### src/rtl/cpu_pkg.sv
// Shared datapath defaults and WB write-data select encoding for the CPU slice.
package cpu_pkg;

    localparam int DW_DEF = 32;
    localparam int AW_DEF = 5;

    typedef enum logic [1:0] {
        REGSEL_ALU = 2'd0,
        REGSEL_HI  = 2'd1,
        REGSEL_LO  = 2'd2,
        REGSEL_RSV = 2'd3
    } regsel_t;

endpackage

### src/rtl/hilo_reg.sv
// HI/LO register pair loaded together by mult/multu; async active-low reset.
module hilo_reg #(
    parameter int DW = 32
) (
    input  logic          clk,
    input  logic          rst,
    input  logic          en,
    input  logic [DW-1:0] hi_d,
    input  logic [DW-1:0] lo_d,
    output logic [DW-1:0] hi_q,
    output logic [DW-1:0] lo_q
);

    always_ff @(posedge clk or negedge rst) begin
        if (!rst) begin
            hi_q <= '0;
            lo_q <= '0;
        end else if (en) begin
            hi_q <= hi_d;
            lo_q <= lo_d;
        end
    end

endmodule

### src/rtl/ex_wb_stage.sv
// EX->WB pipeline boundary: WB registers, HI/LO, GPIO out, forwarding, retired count.
// Optional GPIO_IN_SYNC_EN: 2-flop synchronizer on gpio_in.
module ex_wb_stage
    import cpu_pkg::*;
#(
    parameter int DW = DW_DEF,
    parameter int AW = AW_DEF
) (
    input  logic          clk,
    input  logic          rst,
    input  logic          stall_EX,
    input  logic          regwrite_EX,
    input  logic [1:0]    regsel_EX,
    input  logic          enhilo_EX,
    input  logic          rdrt_EX,
    input  logic          gpio_out_en_EX,
    input  logic          gpio_in_en_EX,
    input  logic [AW-1:0] rd_EX,
    input  logic [AW-1:0] rt_EX,
    input  logic [AW-1:0] rs_EX,
    input  logic [DW-1:0] alu_lo_EX,
    input  logic [DW-1:0] alu_hi_EX,
    input  logic [DW-1:0] readdata1_EX,
    input  logic [DW-1:0] gpio_in,
    output logic          regwrite_WB,
    output logic [AW-1:0] regdest_WB,
    output logic [DW-1:0] writedata_WB,
    output logic [DW-1:0] gpio_out,
    output logic          fwd_rs,
    output logic          fwd_rt,
    output logic [DW-1:0] retired
);

    logic          commit;
    logic [AW-1:0] dest;
    logic [DW-1:0] lo_WB;
    regsel_t       regsel_WB;
    logic          gpio_in_en_WB;
    logic [DW-1:0] hi_q;
    logic [DW-1:0] lo_q;
    logic [DW-1:0] gpio_in_q;

    assign commit = ~stall_EX;
    assign dest   = rdrt_EX ? rt_EX : rd_EX;

`ifdef GPIO_IN_SYNC_EN
    logic [DW-1:0] gpio_s1;

    always_ff @(posedge clk or negedge rst) begin
        if (!rst) begin
            gpio_s1   <= '0;
            gpio_in_q <= '0;
        end else begin
            gpio_s1   <= gpio_in;
            gpio_in_q <= gpio_s1;
        end
    end
`else
    assign gpio_in_q = gpio_in;
`endif

    // A stalled edge loads a bubble; dest and lo_WB hold since nothing reads them then.
    always_ff @(posedge clk or negedge rst) begin
        if (!rst) begin
            regwrite_WB   <= 1'b0;
            regdest_WB    <= '0;
            lo_WB         <= '0;
            regsel_WB     <= REGSEL_ALU;
            gpio_in_en_WB <= 1'b0;
        end else if (commit) begin
            regwrite_WB   <= regwrite_EX & (dest != '0);
            regdest_WB    <= dest;
            lo_WB         <= alu_lo_EX;
            regsel_WB     <= regsel_t'(regsel_EX);
            gpio_in_en_WB <= gpio_in_en_EX;
        end else begin
            regwrite_WB   <= 1'b0;
            regsel_WB     <= REGSEL_ALU;
            gpio_in_en_WB <= 1'b0;
        end
    end

    hilo_reg #(
        .DW (DW)
    ) u_hilo (
        .clk  (clk),
        .rst  (rst),
        .en   (commit & enhilo_EX),
        .hi_d (alu_hi_EX),
        .lo_d (alu_lo_EX),
        .hi_q (hi_q),
        .lo_q (lo_q)
    );

    always_ff @(posedge clk or negedge rst) begin
        if (!rst) begin
            gpio_out <= '0;
        end else if (commit && gpio_out_en_EX) begin
            gpio_out <= readdata1_EX;
        end
    end

    always_ff @(posedge clk or negedge rst) begin
        if (!rst) begin
            retired <= '0;
        end else if (commit && (regwrite_EX || enhilo_EX || gpio_out_en_EX)) begin
            retired <= retired + DW'(1);
        end
    end

    // HI/LO are read before this edge's update, so mfhi after mult needs no stall.
    always_comb begin
        writedata_WB = lo_WB;
        if (gpio_in_en_WB) begin
            writedata_WB = gpio_in_q;
        end else begin
            case (regsel_WB)
                REGSEL_HI: writedata_WB = hi_q;
                REGSEL_LO: writedata_WB = lo_q;
                default:   writedata_WB = lo_WB;
            endcase
        end
    end

    assign fwd_rs = regwrite_WB & (regdest_WB == rs_EX);
    assign fwd_rt = regwrite_WB & (regdest_WB == rt_EX);

endmodule

### config.mk
export PLATFORM = sky130hd
export DESIGN_NAME = ex_wb_stage
export DESIGN_NICKNAME = d
export VERILOG_FILES = /design/src/rtl/cpu_pkg.sv /design/src/rtl/hilo_reg.sv /design/src/rtl/ex_wb_stage.sv
export SDC_FILE = /design/constraint.sdc
export NUM_CORES = 1
export LEC_CHECK = 0
export ABC_AREA = 0
export ABC_CLOCK_PERIOD_IN_PS = 2200
export CELL_PAD_IN_SITES_DETAIL_PLACEMENT = 0
export CELL_PAD_IN_SITES_GLOBAL_PLACEMENT = 2
export CORE_UTILIZATION = 30
export CTS_CLUSTER_DIAMETER = 120
export DETAILED_ROUTE_END_ITERATION = 10
export GPL_TIMING_DRIVEN = 1
export PLACE_DENSITY = 0.79
export SLEW_MARGIN = 10
export SYNTH_ARGS = -nofsm -noshare
export SYNTH_HDL_FRONTEND = slang
export SYNTH_HIERARCHICAL = 1
export SYNTH_SLANG_ARGS = --single-unit
### constraint.sdc
create_clock -name clk -period 2.2 [get_ports clk]
set_input_delay 0.55 -clock clk [delete_from_list [all_inputs] [get_ports clk]]
set_output_delay 0.55 -clock clk [all_outputs]
set_load 0.05 [all_outputs]
==> key figures <==
Synthesis
  • Async SR Flop Fraction: 100%
  • Area leader, netlist: dfrtp_1
  • Register area share after synthesis: 53.2%
  • Warnings from Yosys: 6
  • Mapped Area: 0.00795 mm2
  • Most area-consuming cells after synthesis: dfrtp_1 (53%), mux2_4 (11%), mux2_2 (9.8%)
  • EDFF count, synth: 0
  • Average size of a mapped cell: 12.6 um2
  • Netlist cell types: 35
  • Post-Syn Nets: 789
  • Synth top area share: 53.2%
  • Top FF cell, synth: dfrtp_1
  • Cells after Synth: 633
  • Flop and latch count out of synthesis: 169

Placement
  • GP Congestion: 0.769
  • Inst Count DP: 1224
  • Cell Area, Placed: 0.0117 mm2
  • Dpl hpwl: 15900 um
  • Port Buf Inserts: 256

Pwr
  • Final Total Pwr: 9.94 mW
  • Max VDD drop: 494 uV
  • Pleak: 5.48 nW
  • P per Cell Area: 770 mW/mm2
  • Clk network pwr share: 29.0%
  • Cell Int Power: 6.55 mW
  • Sw frac: 34.1%
  • Combinational group share of total power: 32.2%
  • Flop pwr share: 38.7%
  • Sw Pwr: 3.39 mW

Critical path
  • WP data required: 1.65 ns
  • Setup CP Type: reg -> out
  • Worst Path Arrival: 1.99 ns
  • CP Max Fanout: 13
  • Critical Path Start Type: register
  • Crit. End Element: primary output

Timing
  • Period utilisation layout: 116%
  • Final Hold Fails: 0
  • # setup viols final: 34
  • Clock period minus worst slack: 2.54 ns
  • Setup WS post-layout: -0.343 ns
  • Clock Skew: 0.00835 ns
  • Rel. slew slack: 42.4%
  • F_max: 393 MHz
  • RSZ-0062 raised after global routing: true
  • Worst-margin pin slew: 0.858 ns
  • Max-slew violations: 0

Clock network
  • Num CTS Buffers: 17
  • CTS tree: done
  • Reg clk slew, reported paths: 0.07 ns
  • Htree depth: 4
  • Root buffer cell: clkbuf_16
  • CTS max path bufs: 2
  • Worst skew pair latency: 0.43 ns
  • Num Clock Sinks: 169

Floorplanning
  • Rows: 59
  • Die H: 165 um
  • I/O pins: 257
  • Initial core utilization: 30.5%
  • Die outline width: 165 um
  • Die area: 0.0271 mm2
  • Core area: 0.0261 mm2

Global route
  • Largest net degree at the start of global routing: 62
  • Global-route wire length before repair: 36400 um
  • Total GRT Usage: 17.8%
  • Remaining Overflow, GRT: 0
  • Vias in the first global route: 6518
  • Initial antenna violation count: 1

Route
  • DR pass1 iterations: 4
  • Antenna Nets Post-Route: 0
  • Via/cell ratio: 4.71
  • Total wire length: 23200 um
  • Residual DRC count: 0
  • Wire per inst: 18.3 um
  • DR iter-0 viols: 191
  • Vias post-DR: 5978

Finish
  • Ratio of cells with drive above 1 in the final layout: 42.9%
  • Final cell count without fillers: 1269
  • Final net count: 1074
  • Synth-to-layout area growth: 62.3%
  • Design Area, Final: 0.0129 mm2

Job
  • Max-cap violations: 0

Outcome
  • Failing checks: negative setup slack
  • Status: finished with violations

Min path
  • Hold Path Class: reg -> reg
[metal layers]
| layer | up-vias | part of all wire (%) | GRT usage (%) |
|---|---|---|---|
| li1 | 2838 | - | - |
| met1 | 2940 | 44 | 22.6 |
| met2 | 190 | 47 | 29.0 |
| met3 | 10 | 8.4 | 6.63 |
| met4 | 0 | 0.51 | 3.42 |
| met5 | - | 0 | 0 |
[state kept, by name, summed over array words and instances (netlist names)]
name / count
gpio_in_en_WB: 1
gpio_out: 32
lo_WB: 32
regdest_WB: 5
regsel_WB: 2
regwrite_WB: 1
retired: 32
u_hilo/hi_q: 32
u_hilo/lo_q: 32
[power by group through the flow]
stage | Clock [mW] | Combinational, mW | Sequential, mW
global placement | 0 | 3.02 | 3.85
global route | 3.12 | 3.38 | 3.90
finish | 2.88 | 3.20 | 3.85
floorplan | 0 | 1.21 | 4.32
CTS | 3.01 | 3.19 | 3.83
detailed placement | 0 | 3.04 | 3.86
[final timing paths]
kind,startpoint,depth (start not counted),slack [ns],end
hold reg to reg,retired[31]$_DFFE_PN0P_,1,0.47,retired[31]$_DFFE_PN0P_
setup reg to reg,retired[2]$_DFFE_PN0P_,5,0.40,retired[18]$_DFFE_PN0P_
hold / removal,retired[31]$_DFFE_PN0P_,1,0.47,retired[31]$_DFFE_PN0P_
min in group asynchronous,rst,2,0.51,regsel_WB[1]$_DFF_PN0_
max in group asynchronous,rst,3,1.16,regdest_WB[2]$_DFFE_PN0N_
setup / recovery,regsel_WB[0]$_DFF_PN0_,8,-0.34,writedata_WB[10]
[synth_stat cells (2+ instances only)]
cell / n
nand4_1: 11
a21oi_1: 32
buf_12: 6
dfrtp_1: 169
mux2_2: 69
xor2_1: 15
buf_1: 11
xnor2_1: 26
clkbuf_1: 20
ha_1: 3
mux2i_1: 5
and4_1: 3
nor2b_1: 5
mux2_4: 60
and3_1: 5
a22oi_1: 32
o21ai_0: 37
nor3_1: 4
nand4_2: 2
nand2_1: 45
nand3_1: 15
nor4_1: 7
nor2_1: 36
inv_1: 4
[cells by family (layout without fill, tap and decap cells)]
group                    Yosys count  in the layout  synth area share, %
other                              0              3                    0
adder cells (fa/ha/maj)            3              3                0.472
AO/OA/AOI/OAI                    101            101                 7.37
XOR/XNOR                          41             41                 4.52
multiplexers                     134            134                 21.7
buffers and inverters             43            341                 3.37
flip-flops                       169            169                 53.2
AND/OR/NAND/NOR                  142            142                 9.32
[metrics by stage]
stage,util [%],TNS (ns),hold WS (ns),worst slack (ns)
after floorplan,-,-1.62,0.254,-0.0895
after global placement,44.9,-3.61,0.372,-0.234
after detailed placement,44.9,-5.34,0.372,-0.302
after CTS,48.6,-9.30,0.483,-0.351
after global routing,49.5,-12.22,0.487,-0.433
final,49.5,-8.85,0.471,-0.343
[layout by cell type (no fill, tap or decap), types with 4 or more instances in the layout]
cell	instances
a21oi_2	31
a22oi_1	4
a22oi_2	28
and3_1	5
buf_12	53
buf_4	44
clkbuf_16	18
clkdlybuf4s50_1	160
dfrtp_1	164
dfrtp_2	4
dlygate4sd2_1	29
dlymetal6s2s_1	11
mux2_2	69
mux2_4	60
mux2i_1	5
nand2_1	45
nand3_1	15
nand4_1	11
nor2_1	10
nor2_2	12
nor2_4	14
nor3_1	4
nor4_1	7
o21ai_0	5
o21ai_2	18
o21ai_4	14
xnor2_1	26
xor2_1	15
[final cells by class]
type	count	area [um2]
Fill cell	2365	13200
Sequential cell	169	4240
Multi-Input combinational cell	421	4120
Timing Repair Buffer	305	3530
Clock buffer	18	429
Tap cell	335	419
Clock inverter	14	138
Inverter	4	15.0
Antenna cell	3	7.51
[timing repair]
action                                  in CTS  in global routing
setup buffers                                5                  2
pin swaps                                   26                 14
resized for setup                          113                 45
endpoints found under the hold margin        5                  0
hold buffers                                 1                  0
gates cloned                                 3                  1
endpoints found under the setup margin      56                 51
[critical path: stages, from the launching register on]
cell	delay (ns)
dfrtp_1	0.40
buf_4	0.15
ha_4	0.20
buf_12	0.17
a22oi_2	0.16
nor2_2	0.06
a21oi_2	0.20
o21ai_4	0.09
buf_12	0.15
Power figures use the tool's default switching activity.
